`config.mk`:
```
export PLATFORM = sky130hd
export DESIGN_NAME = lf_pulse_sequencer
export DESIGN_NICKNAME = d
export VERILOG_FILES = /design/src/rtl/lf_pulse_sequencer_pkg.sv /design/src/rtl/lf_pulse_sequencer_prescaler.sv /design/src/rtl/lf_pulse_sequencer.sv
export SDC_FILE = /design/constraint.sdc
export NUM_CORES = 1
export LEC_CHECK = 0
export ABC_AREA = 1
export CAP_MARGIN = 5
export CORE_MARGIN = 4
export CORE_UTILIZATION = 45
export CTS_BUF_LIST = sky130_fd_sc_hd__clkbuf_4 sky130_fd_sc_hd__clkbuf_8 sky130_fd_sc_hd__clkbuf_16
export CTS_CLUSTER_SIZE = 30
export DETAILED_ROUTE_END_ITERATION = 6
export PLACE_DENSITY = 0.69
export SYNTH_ARGS = -nofsm -noshare
export SYNTH_HDL_FRONTEND = slang
export SYNTH_SLANG_ARGS = --single-unit
```
`constraint.sdc`:
```
create_clock -name pck0 -period 2.8 [get_ports pck0]
set_input_delay 0.28 -clock pck0 [delete_from_list [all_inputs] [get_ports pck0]]
set_output_delay 0.28 -clock pck0 [all_outputs]
set_load 0.1 [all_outputs]
```
`src/rtl/lf_pulse_sequencer_pkg.sv`:
```
// Shared definitions for the LF reader pulse sequencer: default widths and
// the sequencer state encoding.
package lf_pulse_sequencer_pkg;

  localparam int LEN_W_DEF = 8;
  localparam int DIV_W_DEF = 8;

  typedef enum logic [2:0] {
    ST_IDLE      = 3'd0,
    ST_START_GAP = 3'd1,
    ST_BIT_GAP   = 3'd2,
    ST_BIT_ON    = 3'd3,
    ST_DONE      = 3'd4
  } seq_state_t;

endpackage

```
`src/rtl/lf_pulse_sequencer_prescaler.sv`:
```
// Tick prescaler: counts 0..divisor while enabled and flags the wrap cycle as
// a tick; a synchronous clear restarts the count phase.
module lf_tick_prescaler
  import lf_pulse_sequencer_pkg::*;
#(
  parameter int DIV_W = DIV_W_DEF
) (
  input  logic             pck0,
  input  logic             rst,
  input  logic             clear,
  input  logic             enable,
  input  logic [DIV_W-1:0] divisor,
  output logic             tick
);

  logic [DIV_W-1:0] count;

  assign tick = enable && (count == divisor);

  // Phase counter; idles at zero outside a frame.
  always_ff @(posedge pck0 or posedge rst) begin
    if (rst) begin
      count <= '0;
    end else if (clear || !enable || tick) begin
      count <= '0;
    end else begin
      count <= count + DIV_W'(1);
    end
  end

endmodule

```
`src/rtl/lf_pulse_sequencer.sv`:
```
// LF reader pulse sequencer: turns a stream of command bits into field-off
// gaps and field-on intervals whose length encodes each bit value.
module lf_pulse_sequencer
  import lf_pulse_sequencer_pkg::*;
#(
  parameter int LEN_W = LEN_W_DEF,
  parameter int DIV_W = DIV_W_DEF
) (
  input  logic             pck0,
  input  logic             rst,
  input  logic [DIV_W-1:0] divisor,
  input  logic [LEN_W-1:0] start_gap,
  input  logic [LEN_W-1:0] gap_len,
  input  logic [LEN_W-1:0] zero_len,
  input  logic [LEN_W-1:0] one_len,
  input  logic             cmd_valid,
  output logic             cmd_ready,
  input  logic             cmd_bit,
  input  logic             cmd_last,
  input  logic             abort,
  output logic             field_on,
  output logic             busy,
  output logic             done,
  output logic             underrun
);

  localparam logic [LEN_W-1:0] LEN_ONE = LEN_W'(1);

  seq_state_t       state, state_nxt;
  logic             cur_bit, cur_bit_nxt, cur_last, cur_last_nxt;
  logic             nbuf_full, nbuf_full_nxt, nbuf_bit, nbuf_bit_nxt, nbuf_last, nbuf_last_nxt;
  logic             stalled, stalled_nxt, underrun_nxt, ready_nxt;
  logic [LEN_W-1:0] ivl_cnt, ivl_cnt_nxt, ivl_len;
  logic [LEN_W-1:0] cfg_start_gap, cfg_gap_len, cfg_zero_len, cfg_one_len;
  logic [DIV_W-1:0] cfg_divisor;
  logic             tick, ivl_end, xfer, active, presc_clear, load_cfg;

  function automatic logic [LEN_W-1:0] eff_len(input logic [LEN_W-1:0] len);
    if (len == '0) begin
      eff_len = LEN_ONE;
    end else begin
      eff_len = len;
    end
  endfunction

  lf_tick_prescaler #(.DIV_W(DIV_W)) u_prescaler (
    .pck0    (pck0),
    .rst     (rst),
    .clear   (presc_clear),
    .enable  (state != ST_IDLE),
    .divisor (cfg_divisor),
    .tick    (tick)
  );

  assign xfer    = cmd_valid && cmd_ready;
  assign active  = (state == ST_START_GAP) || (state == ST_BIT_GAP) || (state == ST_BIT_ON);
  assign ivl_end = tick && (ivl_cnt == ivl_len - LEN_ONE);

  // Length of the interval the current state is timing.
  always_comb begin
    ivl_len = eff_len(cfg_zero_len);
    case (state)
      ST_START_GAP: ivl_len = eff_len(cfg_start_gap);
      ST_BIT_GAP:   ivl_len = eff_len(cfg_gap_len);
      ST_BIT_ON:    ivl_len = cur_bit ? eff_len(cfg_one_len) : eff_len(cfg_zero_len);
      default:      ivl_len = eff_len(cfg_zero_len);
    endcase
  end

  // Next-state, bit buffering and interval bookkeeping.
  always_comb begin
    state_nxt     = state;
    cur_bit_nxt   = cur_bit;
    cur_last_nxt  = cur_last;
    nbuf_full_nxt = nbuf_full;
    nbuf_bit_nxt  = nbuf_bit;
    nbuf_last_nxt = nbuf_last;
    ivl_cnt_nxt   = ivl_cnt;
    stalled_nxt   = stalled;
    underrun_nxt  = underrun;
    presc_clear   = 1'b0;
    load_cfg      = 1'b0;
    if (abort && active) begin
      state_nxt     = ST_DONE;
      nbuf_full_nxt = 1'b0;
      stalled_nxt   = 1'b0;
      ivl_cnt_nxt   = '0;
    end else begin
      if (xfer && active) begin
        nbuf_full_nxt = 1'b1;
        nbuf_bit_nxt  = cmd_bit;
        nbuf_last_nxt = cmd_last;
      end else begin
        nbuf_full_nxt = nbuf_full;
      end
      case (state)
        ST_IDLE: begin
          if (xfer) begin
            cur_bit_nxt   = cmd_bit;
            cur_last_nxt  = cmd_last;
            nbuf_full_nxt = 1'b0;
            load_cfg      = 1'b1;
            presc_clear   = 1'b1;
            underrun_nxt  = 1'b0;
            stalled_nxt   = 1'b0;
            ivl_cnt_nxt   = '0;
            state_nxt     = ST_START_GAP;
          end else begin
            state_nxt = ST_IDLE;
          end
        end
        ST_START_GAP, ST_BIT_GAP: begin
          if (ivl_end) begin
            ivl_cnt_nxt = '0;
            state_nxt   = ST_BIT_ON;
          end else if (tick) begin
            ivl_cnt_nxt = ivl_cnt + LEN_ONE;
          end else begin
            ivl_cnt_nxt = ivl_cnt;
          end
        end
        ST_BIT_ON: begin
          if (stalled) begin
            // Field stays on until a late bit lands; its gap starts on a fresh tick phase.
            if (nbuf_full) begin
              cur_bit_nxt   = nbuf_bit;
              cur_last_nxt  = nbuf_last;
              nbuf_full_nxt = 1'b0;
              stalled_nxt   = 1'b0;
              presc_clear   = 1'b1;
              ivl_cnt_nxt   = '0;
              state_nxt     = ST_BIT_GAP;
            end else begin
              stalled_nxt = 1'b1;
            end
          end else if (ivl_end) begin
            ivl_cnt_nxt = '0;
            if (cur_last) begin
              state_nxt = ST_DONE;
            end else if (nbuf_full) begin
              cur_bit_nxt   = nbuf_bit;
              cur_last_nxt  = nbuf_last;
              nbuf_full_nxt = 1'b0;
              state_nxt     = ST_BIT_GAP;
            end else begin
              stalled_nxt  = 1'b1;
              underrun_nxt = 1'b1;
            end
          end else if (tick) begin
            ivl_cnt_nxt = ivl_cnt + LEN_ONE;
          end else begin
            ivl_cnt_nxt = ivl_cnt;
          end
        end
        ST_DONE: state_nxt = ST_IDLE;
        default: state_nxt = ST_IDLE;
      endcase
    end
  end

  // Ready as seen from the state being entered.
  always_comb begin
    ready_nxt = 1'b0;
    case (state_nxt)
      ST_IDLE: ready_nxt = 1'b1;
      ST_DONE: ready_nxt = 1'b0;
      default: ready_nxt = !nbuf_full_nxt && !cur_last_nxt;
    endcase
  end

  // State, buffers and registered outputs; reset forces the field back on.
  always_ff @(posedge pck0 or posedge rst) begin
    if (rst) begin
      state     <= ST_IDLE;
      cur_bit   <= 1'b0;
      cur_last  <= 1'b0;
      nbuf_full <= 1'b0;
      nbuf_bit  <= 1'b0;
      nbuf_last <= 1'b0;
      ivl_cnt   <= '0;
      stalled   <= 1'b0;
      underrun  <= 1'b0;
      field_on  <= 1'b1;
      busy      <= 1'b0;
      done      <= 1'b0;
      cmd_ready <= 1'b1;
    end else begin
      state     <= state_nxt;
      cur_bit   <= cur_bit_nxt;
      cur_last  <= cur_last_nxt;
      nbuf_full <= nbuf_full_nxt;
      nbuf_bit  <= nbuf_bit_nxt;
      nbuf_last <= nbuf_last_nxt;
      ivl_cnt   <= ivl_cnt_nxt;
      stalled   <= stalled_nxt;
      underrun  <= underrun_nxt;
      field_on  <= !((state_nxt == ST_START_GAP) || (state_nxt == ST_BIT_GAP));
      busy      <= (state_nxt != ST_IDLE);
      done      <= (state_nxt == ST_DONE);
      cmd_ready <= ready_nxt;
    end
  end

  // Frame configuration, captured only when a frame starts.
  always_ff @(posedge pck0 or posedge rst) begin
    if (rst) begin
      cfg_start_gap <= '0;
      cfg_gap_len   <= '0;
      cfg_zero_len  <= '0;
      cfg_one_len   <= '0;
      cfg_divisor   <= '0;
    end else if (load_cfg) begin
      cfg_start_gap <= start_gap;
      cfg_gap_len   <= gap_len;
      cfg_zero_len  <= zero_len;
      cfg_one_len   <= one_len;
      cfg_divisor   <= divisor;
    end else begin
      cfg_start_gap <= cfg_start_gap;
      cfg_gap_len   <= cfg_gap_len;
      cfg_zero_len  <= cfg_zero_len;
      cfg_one_len   <= cfg_one_len;
      cfg_divisor   <= cfg_divisor;
    end
  end

endmodule

```
**Word-level counts from Yosys, hierarchy flattened**

Cells that the tools add are included.

- Add/subtract/negate cells: 3
- Equal/unequal tests: 17
- Mux-type cells: 64
- Bitwise logic cells: 1
- Reductions and logical operators: 32

Operator list:

| cell | number |
|---|---|
| $mux W8 | 12 |
| $pmux W8 S3 | 2 |
| $mux W1 | 36 |
| $logic_not A8 Y1 | 4 |
| $mux W3 | 6 |
| $add A8 B1 Y8 const B | 2 |
| $eq A8 B8 Y1 | 2 |
| $pmux W1 S2 | 7 |
| $ne A2 B2 Y1 const B | 5 |
| $eq A3 B2 Y1 const B | 3 |
| $ne A3 B3 Y1 const B | 3 |
| $pmux W3 S3 | 1 |
| $reduce_bool A3 Y1 | 3 |
| $sub A8 B1 Y8 const B | 1 |
| $reduce_and A7 Y1 | 1 |
| $eq A3 B1 Y1 const B | 2 |
| $logic_and A1 B1 Y1 | 6 |
| $logic_not A3 Y1 | 2 |
| $logic_or A1 B1 Y1 | 5 |
| $reduce_and A5 Y1 | 1 |
| $logic_not A1 Y1 | 4 |
| $ne A4 B3 Y1 const B | 1 |
| $reduce_and A2 Y1 | 2 |
| $reduce_bool A4 Y1 | 1 |
| other kinds (5) | 5 |

- Register bits: 70
- Input bits: 46
- Output and inout port bits: 5
- Word-level logic and storage cells: 136

**Logic depth before layout (Yosys ltp)**

Gate-level depths: netlist of run 1.

- Word-level depth: 14
- Depth in mapped cells: 25
- Gate-level depth less buffers: 25

**Modules after synthesis**

From an unflattened synthesis of run 1, not the netlist that was laid out.

- Cell total of the unflattened synthesis: 595
- Area, all modules: 4169.0 um^2

Modules (own cells, without submodules):

| module | times used | cells each | area each (um^2) | sequential area each (um^2) |
|---|---|---|---|---|
| lf_pulse_sequencer | 1 | 519 | 3627.2 | 1554.0 |
| lf_tick_prescaler | 1 | 76 | 541.8 | 200.2 |

**Least setup slack after synthesis of run 1**

OpenSTA, ideal clock, no wires.

- Kind: register to register
- Start point: register state[2]
- End point: register cur_bit
- Setup time: 0.123 ns
- Data arrival time: 2.532 ns
- Data required time: 2.677 ns
- Setup slack: 0.145 ns
- Cell stages (with the launch flop): 21
- Buffers on the path: 0
- Clock period less this slack: 2.655 ns
- Cells stage by stage: dfrtp_1 > inv_4 > nand2_4 > nor2_4 > nand2_1 > nand2_1 > inv_1 > nand2_2 > nand2_4 > ha_1 > xnor2_1 > nor2_1 > nand3_1 > nor2_1 > nand3_1 > nor2_4 > nand3_2 > a21oi_2 > nand3b_1 > nand2_1 > o21ai_1

- Cells in the longest elaborated chain, start to end: 7
- Elaborated cells between the ends (all ways): 20
- Classes of those cells: 1 x add/sub; 7 x eq/ne; 2 x mux; 1 x bitwise; 9 x reduce/logical

RTL lines:

| item | RTL line | RTL |
|---|---|---|
| start: declaration | lf_pulse_sequencer.sv:29 | `seq_state_t state, state_nxt;` |
| start signal: assignment | lf_pulse_sequencer.sv:188 | `state <= state_nxt;` |
| $eq A3 B2 Y1 (tied with other cells) | lf_pulse_sequencer.sv:56, lf_pulse_sequencer.sv:62, lf_pulse_sequencer.sv:96 |  |
| $pmux W8 S3 | lf_pulse_sequencer.sv:62 | `case (state)` |
| $sub A8 B1 Y8 | lf_pulse_sequencer.sv:57 | `assign ivl_end = tick && (ivl_cnt == ivl_len - LEN_ONE);` |
| $eq A8 B8 Y1 | lf_pulse_sequencer.sv:57 |  |
| $logic_and A1 B1 Y1 | lf_pulse_sequencer.sv:57 |  |
| $ne A3 B3 Y1 (no source line) | -- |  |
| $reduce_and A5 Y1 (no source line) | -- |  |
| end signal: assignment | lf_pulse_sequencer.sv:189 | `cur_bit <= cur_bit_nxt;` |
| end: declaration | lf_pulse_sequencer.sv:30 | `logic cur_bit, cur_bit_nxt, cur_last, cur_last_nxt;` |

Parallel ways exist; a longest one is shown, timed or not.
A chain may end at the register's enable or synchronous reset.

**Final worst setup path of run 1**

Same ends and word-level chain as after synthesis.

==> reports/metrics.csv, run 1 <==
metric;value;unit
dp.cells;727;
p_leak;0.00255;uW
setup_violations;0;
p_int;2710;uW
final_cell_mix;nand2_1 (182), dfrtp_1 (64), inv_1 (61);
die_x;103;um
avgSynthCellArea;7.34;um2
hold_path.class;primary input to asynchronous set/reset pin;
wl;10300;um
nNetsFinal;689;
synthCells;554;
grt_usage;20.7;%
initial_core_util;46.4;%
dpl.hpwl;7950;um
combPwrFrac;52.6;%
pwr-share-clk;14.4;%
ff_latch_area;1760;um2
grt.overflow.total;0;
num_vias;3848;
core;8760;um2
ctsHtreeMaxLevel;3;
worstPathCellList;inv_4 -> nand2_4 -> nor2_4 -> nand2_2 -> nand2_2 -> inv_2 -> nand2_4 -> nand2_4 -> ha_4 -> xnor2_1 -> nor2_1 -> nand3_1 -> nor2_1 -> nand3_2 -> nor2_4 -> nand3_2 -> a21oi_2 -> nand3b_1 -> nand2_1 -> o21ai_1;
swShare;46.3;%
die_y;103;um
fin_skew;0.0140;ns
min_period;2.70;ns
path_max_fanout;7;
status;finished clean;
cts_inserted_buffers;9;
fmax;371;MHz
start_kind;flip-flop;
gp_congestion;0.940;
wl_per_cell;13.7;um
final_design_area_no_fill;5170;um2
clock-sinks;70;
hold_violations;0;
rows;34;
clk_pin_slew;0.08;ns
drive_above_1_share;18.3;%
placedInstanceArea;4850;um2
cp-end-kind;flip-flop;
max_stage_delay;0.47;ns
power_frac_seq;33.0;%
yosys_warnings;0;
n_fill_cell;838;
clockBufferDepth;2;
vdd_drop_max;0.000350;V
stdcell_count;753;
antenna_found_initial;0;
p_switching;2340;uW
synth_fp_nets;603;
syn_area;4070;um2
final_common_cell;nand2_1;
critPathKind;flip-flop to flip-flop;
io_buffers;50;
drv_slew;0;
rsz0062_at_grt;true;
drt_iter0_drc;195;
n_antenna_cell;0;
multi_input_area;2060;um2
cp_common_cell;nand2_4;
ys_seq_elements;70;
maxCapViolCount;0;
viasPerCell;5.11;
synth_cell_types;43;
cts-root-buf;clkbuf_8;
drc;0;
crit_arrival;2.91;ns
die-area;10600;um2
detail-route-antenna-nets;0;
cp.required;3.02;ns
first_global_vias;3634;
seq_area_frac_synth;43.2;%
first_pass_iters;5;
tightest_slew;1.18;ns
pin_count;51;
maxSlewHeadroom;19.9;%
clk_latency;0.34;ns
grt_max_degree;57;
grt_pass1_wl;17300;um
timing.final.crit_share;96.3;%
cts_tree;built;
cp_slowest_cell;dfrtp_2;
p_per_area;976;nW/um2
area_delta_synth_final;27.2;%
[what timing repair did]
item,4_1_cts,5_1_grt
buffers inserted,1,10
endpoints found under the setup margin,15,19
hold buffers,0,0
resized for setup,4,20
pin swaps,1,17
[synthesized netlist by cell type]
| master | number | area [um2] |
|---|---|---|
| nand3_1 | 39 | 195 |
| o21ai_1 | 2 | 10.0 |
| nor2_1 | 47 | 176 |
| o21ai_0 | 26 | 130 |
| mux2_2 | 1 | 11.3 |
| nor3b_1 | 3 | 22.5 |
| or2_0 | 1 | 6.26 |
| dfstp_2 | 2 | 52.6 |
| o22ai_1 | 7 | 43.8 |
| inv_2 | 4 | 15.0 |
| nor2_2 | 2 | 12.5 |
| clkinv_1 | 1 | 3.75 |
| buf_6 | 1 | 11.3 |
| a21oi_1 | 7 | 35.0 |
| xnor2_1 | 6 | 52.6 |
| a22oi_1 | 1 | 7.51 |
| dfrtp_1 | 68 | 1700 |
| xor2_1 | 7 | 61.3 |
| nand2_2 | 10 | 62.6 |
| nand3b_1 | 2 | 15.0 |
| buf_4 | 1 | 7.51 |
| nor2_4 | 5 | 56.3 |
| nand2_1 | 187 | 702 |
| o211ai_1 | 3 | 22.5 |
| a311oi_2 | 1 | 15.0 |
| inv_4 | 1 | 6.26 |
| o311ai_1 | 1 | 8.76 |
| o21a_1 | 1 | 7.51 |
| a31o_2 | 1 | 8.76 |
| buf_2 | 1 | 5.00 |
| o2111ai_1 | 1 | 8.76 |
| inv_1 | 64 | 240 |
| or2_2 | 5 | 31.3 |
| o32ai_1 | 1 | 8.76 |
| nand2_4 | 2 | 22.5 |
| ha_1 | 3 | 37.5 |
| nand4_1 | 14 | 87.6 |
| nor3_1 | 7 | 35.0 |
| a21oi_2 | 1 | 8.76 |
| buf_1 | 1 | 3.75 |
| nand4_2 | 2 | 25.0 |
| nand3_2 | 6 | 60.1 |
| clkbuf_1 | 8 | 30.0 |
[area by class of cell]
cell class                      instances  area share [%]
Multi-Input combinational cell        402            39.8
Sequential cell                        70            34.0
Timing Repair Buffer                   87            15.1
Inverter                               70            5.13
Tap cell                              108            2.61
Clock buffer                            9            2.39
Clock inverter                          7           0.919
[registers in the layout (all words and copies together), names as in the netlist]
signal	flops
nbuf_full	1
underrun	1
cfg_zero_len	8
u_prescaler.count	8
nbuf_bit	1
stalled	1
field_on	1
cfg_divisor	8
ivl_cnt	8
cur_bit	1
state	3
cfg_one_len	8
cfg_start_gap	8
cmd_ready	1
busy	1
cfg_gap_len	8
cur_last	1
nbuf_last	1
done	1
[per-layer routing]
| layer | global-route usage (%) | wire (um) |
|---|---|---|
| met1 | 28.9 | 4750 |
| met2 | 32.6 | 4880 |
| met3 | 4.06 | 545 |
| met4 | 6.18 | 178 |
| met5 | 0 | 0 |
[per-stage QoR]
stage | TNS, ns | utilization [%] | power (uW) | setup WS [ns] | hold slack [ns]
2_1_floorplan | 0 | - | 3390 | 0.145 | 0.397
5_1_grt | -0.602 | 59.0 | 5490 | -0.114 | 0.371
4_1_cts | 0 | 57.5 | 4910 | 0.00489 | 0.334
6_report | 0 | 59.0 | 5050 | 0.104 | 0.324
3_3_place_gp | 0 | 55.4 | 4100 | 0.0232 | 0.474
3_5_place_dp | -0.789 | 55.4 | 4160 | -0.0962 | 0.475
[power by group through the flow]
stage | registers [uW] | logic, uW | clock network, uW
6_report | 1670 | 2660 | 726
5_1_grt | 1720 | 2980 | 790
4_1_cts | 1670 | 2500 | 747
3_5_place_dp | 1680 | 2480 | 0
3_3_place_gp | 1680 | 2430 | 0
2_1_floorplan | 1810 | 1580 | 0
[logic make-up after synthesis]
group	synth area share [%]
fa+ha+maj	0.923
simple gates	37.1
flops	43.2
xor+xnor	2.80
buf+inv	7.94
mux	0.277
compound gates	7.76
[path summary, 6_finish.rpt]
check | cells after the start | slack (ns) | startpoint | end
setup reg to reg | 20 | 0.10 | state[2]$_DFF_PP0_ | cur_bit$_DFFE_PP0P_
max in group asynchronous | 3 | 1.77 | rst | cmd_ready$_DFF_PP1_
hold / removal | 2 | 0.32 | rst | cfg_start_gap[0]$_DFFE_PP0P_
min in group pck0 | 3 | 0.46 | start_gap[4] | cfg_start_gap[4]$_DFFE_PP0P_
hold reg to reg | 1 | 0.48 | u_prescaler.count[0]$_DFF_PP0_ | u_prescaler.count[0]$_DFF_PP0_
setup / recovery | 20 | 0.10 | state[2]$_DFF_PP0_ | cur_bit$_DFFE_PP0P_
[worst max-delay path: cells and delay by family (launching register included)]
kind            cells  cell delay [ns]
simple gates       14             1.40
compound gates      2             0.24
xor+xnor            1             0.12
flops               1             0.47
buf+inv             2             0.15
fa+ha+maj           1             0.21
No activity file was read; power rests on OpenSTA's default activity.
==> run 2, diff against run 1 <==
- RECOVER_POWER: default -> 50
==> run 2 against run 1 <==
Against the previous run: count of clock-buffer cells in the layout is the same; design area shrank 0.29%; global-route usage is the same; sequential cell count is the same; register-to-register slack is essentially flat; routed wire length is essentially flat; largest power group unchanged.
==> reports/metrics.csv, run 2 (synthesis gave the netlist of run 1 again) <==
metric;value;unit;change
setup_violations;0;;unchanged
p_leak;0.00255;uW;-0.15%
vdd_drop_max;0.000350;V;about the same
min_period;2.69;ns;-0.00619 ns
power_frac_seq;33.0;%;about the same
rows;34;;unchanged
regToRegEndpoint;cur_bit$_DFFE_PP0P_;;
fmax;372;MHz;+0.23%
maxSlewHeadroom;17.8;%;-2.0 points
p_per_area;978;nW/um2;+0.21%
cts_inserted_buffers;9;;unchanged
maxCapViolCount;0;;unchanged
drive_above_1_share;18.1;%;-0.16 points
rr_worst_depth;20;;unchanged
dpl_worst_slack;-0.0962;ns;unchanged
pwr-share-clk;14.4;%;about the same
p_int;2710;uW;-0.10%
cts_hold_buf;0;;unchanged
first_global_vias;3634;;unchanged
cp.required;3.02;ns;about the same
grt_pass1_wl;17300;um;unchanged
clock-sinks;70;;unchanged
detail-route-antenna-nets;0;;unchanged
hold_depth;3;;
min_from;start_gap[4];;
wl_per_cell;13.7;um;about the same
rsz0062_at_grt;true;;
crit_start;state[2]$_DFF_PP0_;;
antenna_found_initial;0;;unchanged
p_switching;2340;uW;about the same
wl;10400;um;about the same
initial_core_util;46.4;%;unchanged
reg2reg_from;state[2]$_DFF_PP0_;;
hold_path.class;primary input to flip-flop;;
pin_count;51;;unchanged
viasPerCell;5.10;;-0.18%
min_to;cfg_start_gap[4]$_DFFE_PP0P_;;
clk_pin_slew;0.08;ns;about the same
hold_violations;0;;unchanged
grt.overflow.total;0;;unchanged
path_max_fanout;7;;unchanged
cts_tree;built;;
drv_slew;0;;unchanged
nNetsFinal;689;;unchanged
drc;0;;unchanged
swShare;46.4;%;about the same
start_kind;flip-flop;;
clk_latency;0.34;ns;about the same
combPwrFrac;52.6;%;about the same
final_common_cell;nand2_1;;
drt_iter0_drc;194;;-0.51%
die-area;10600;um2;unchanged
first_pass_iters;5;;unchanged
num_vias;3841;;-0.18%
dpl.hpwl;7950;um;unchanged
io_buffers;50;;unchanged
grt_usage;20.7;%;unchanged
n_antenna_cell;0;;unchanged
fin_skew;0.0139;ns;-0.0000113 ns
cts-root-buf;clkbuf_8;;
critPathKind;flip-flop to flip-flop;;
die_y;103;um;unchanged
core;8760;um2;unchanged
grt_max_degree;57;;unchanged
ctsHtreeMaxLevel;3;;unchanged
status;finished clean;;
clockBufferDepth;2;;unchanged
crit_arrival;2.91;ns;about the same
fin_hold_ws;0.466;ns;+0.142 ns
gp_congestion;0.940;;unchanged
timing.final.crit_share;96.1;%;-0.22 points
cp-end-kind;flip-flop;;
reg2reg_setup_slack;0.11;ns;about the same
die_x;103;um;unchanged
area_delta_synth_final;26.9;%;
n_fill_cell;839;;+0.12%
tightest_slew;1.21;ns;+0.0302 ns
final_cell_mix;nand2_1 (182), dfrtp_1 (64), inv_1 (62);;
setup_slack;0.110;ns;+0.00619 ns
## run 2: area by class of cell
type                       count  area, um2  area share [%]
inverter                      70        265            5.14
timing repair buffer          87        767            14.9
multi-input combinational    402       2060            39.9
tap                          108        135            2.62
clock inverter                 7       47.5           0.922
clock buffer                   9        124            2.40
sequential                    70       1760            34.1
## run 2: through the flow
stage | instance area (um2) | cells | TNS [ns] | utilization [%] | power [uW]
after floorplan | 4070 | 554 | 0 | - | 3390
after global placement | 4850 | 727 | 0 | 55.4 | 4100
after detailed placement | 4850 | 727 | -0.789 | 55.4 | 4160
after CTS | 5040 | 744 | 0 | 57.5 | 4910
after global routing | 5160 | 753 | -0.602 | 58.9 | 5480
final | 5160 | 753 | 0 | 58.9 | 5040
## run 2: what timing repair did
action,4_1_cts,5_1_grt
gates resized for setup,4,20
setup buffers,1,10
endpoints found under the setup margin,15,19
pin swaps,1,17
cloned,0,0
## run 2: worst max-delay path: stages (launching register included)
cell and delay [ns]:
dfrtp_2 0.47, inv_4 0.11, nand2_4 0.08, nor2_4 0.15, nand2_2 0.07, nand2_2 0.07, inv_2 0.04, nand2_4 0.07
nand2_4 0.06, ha_4 0.21, xnor2_1 0.12, nor2_1 0.08, nand3_1 0.07, nor2_1 0.12, nand3_2 0.11, nor2_4 0.22
nand3_2 0.12, a21oi_2 0.18, nand3b_1 0.11, nand2_1 0.07, o21ai_1 0.06
## run 2: metal layers
metal / vias to the layer above / global-route usage, % / wire [um]
li1: 1939 / - / -
met1: 1795 / 28.9 / 4790
met2: 92 / 32.6 / 4890
met3: 15 / 4.06 / 500
met4: 0 / 6.18 / 178
met5: - / 0 / 0
## run 2: worst max-delay path by stage
stage	depth (start not counted)	slack (ns)	to
6_report	20	0.11	cur_bit$_DFFE_PP0P_
5_1_grt	11	-0.11	ivl_cnt[4]$_DFFE_PP0P_
4_1_cts	20	0.005	cur_bit$_DFFE_PP0P_
3_5_place_dp	23	-0.1	cur_bit$_DFFE_PP0P_
3_3_place_gp	21	0.02	cmd_ready$_DFF_PP1_
2_1_floorplan	20	0.15	cur_bit$_DFFE_PP0P_
## run 2: power groups by stage
stage               Sequential, uW  Combinational [uW]  Clock [uW]
floorplan                     1810                1580           0
finish                        1660                2650         726
detailed placement            1680                2480           0
CTS                           1670                2500         747
global placement              1680                2430           0
global route                  1720                2980         790
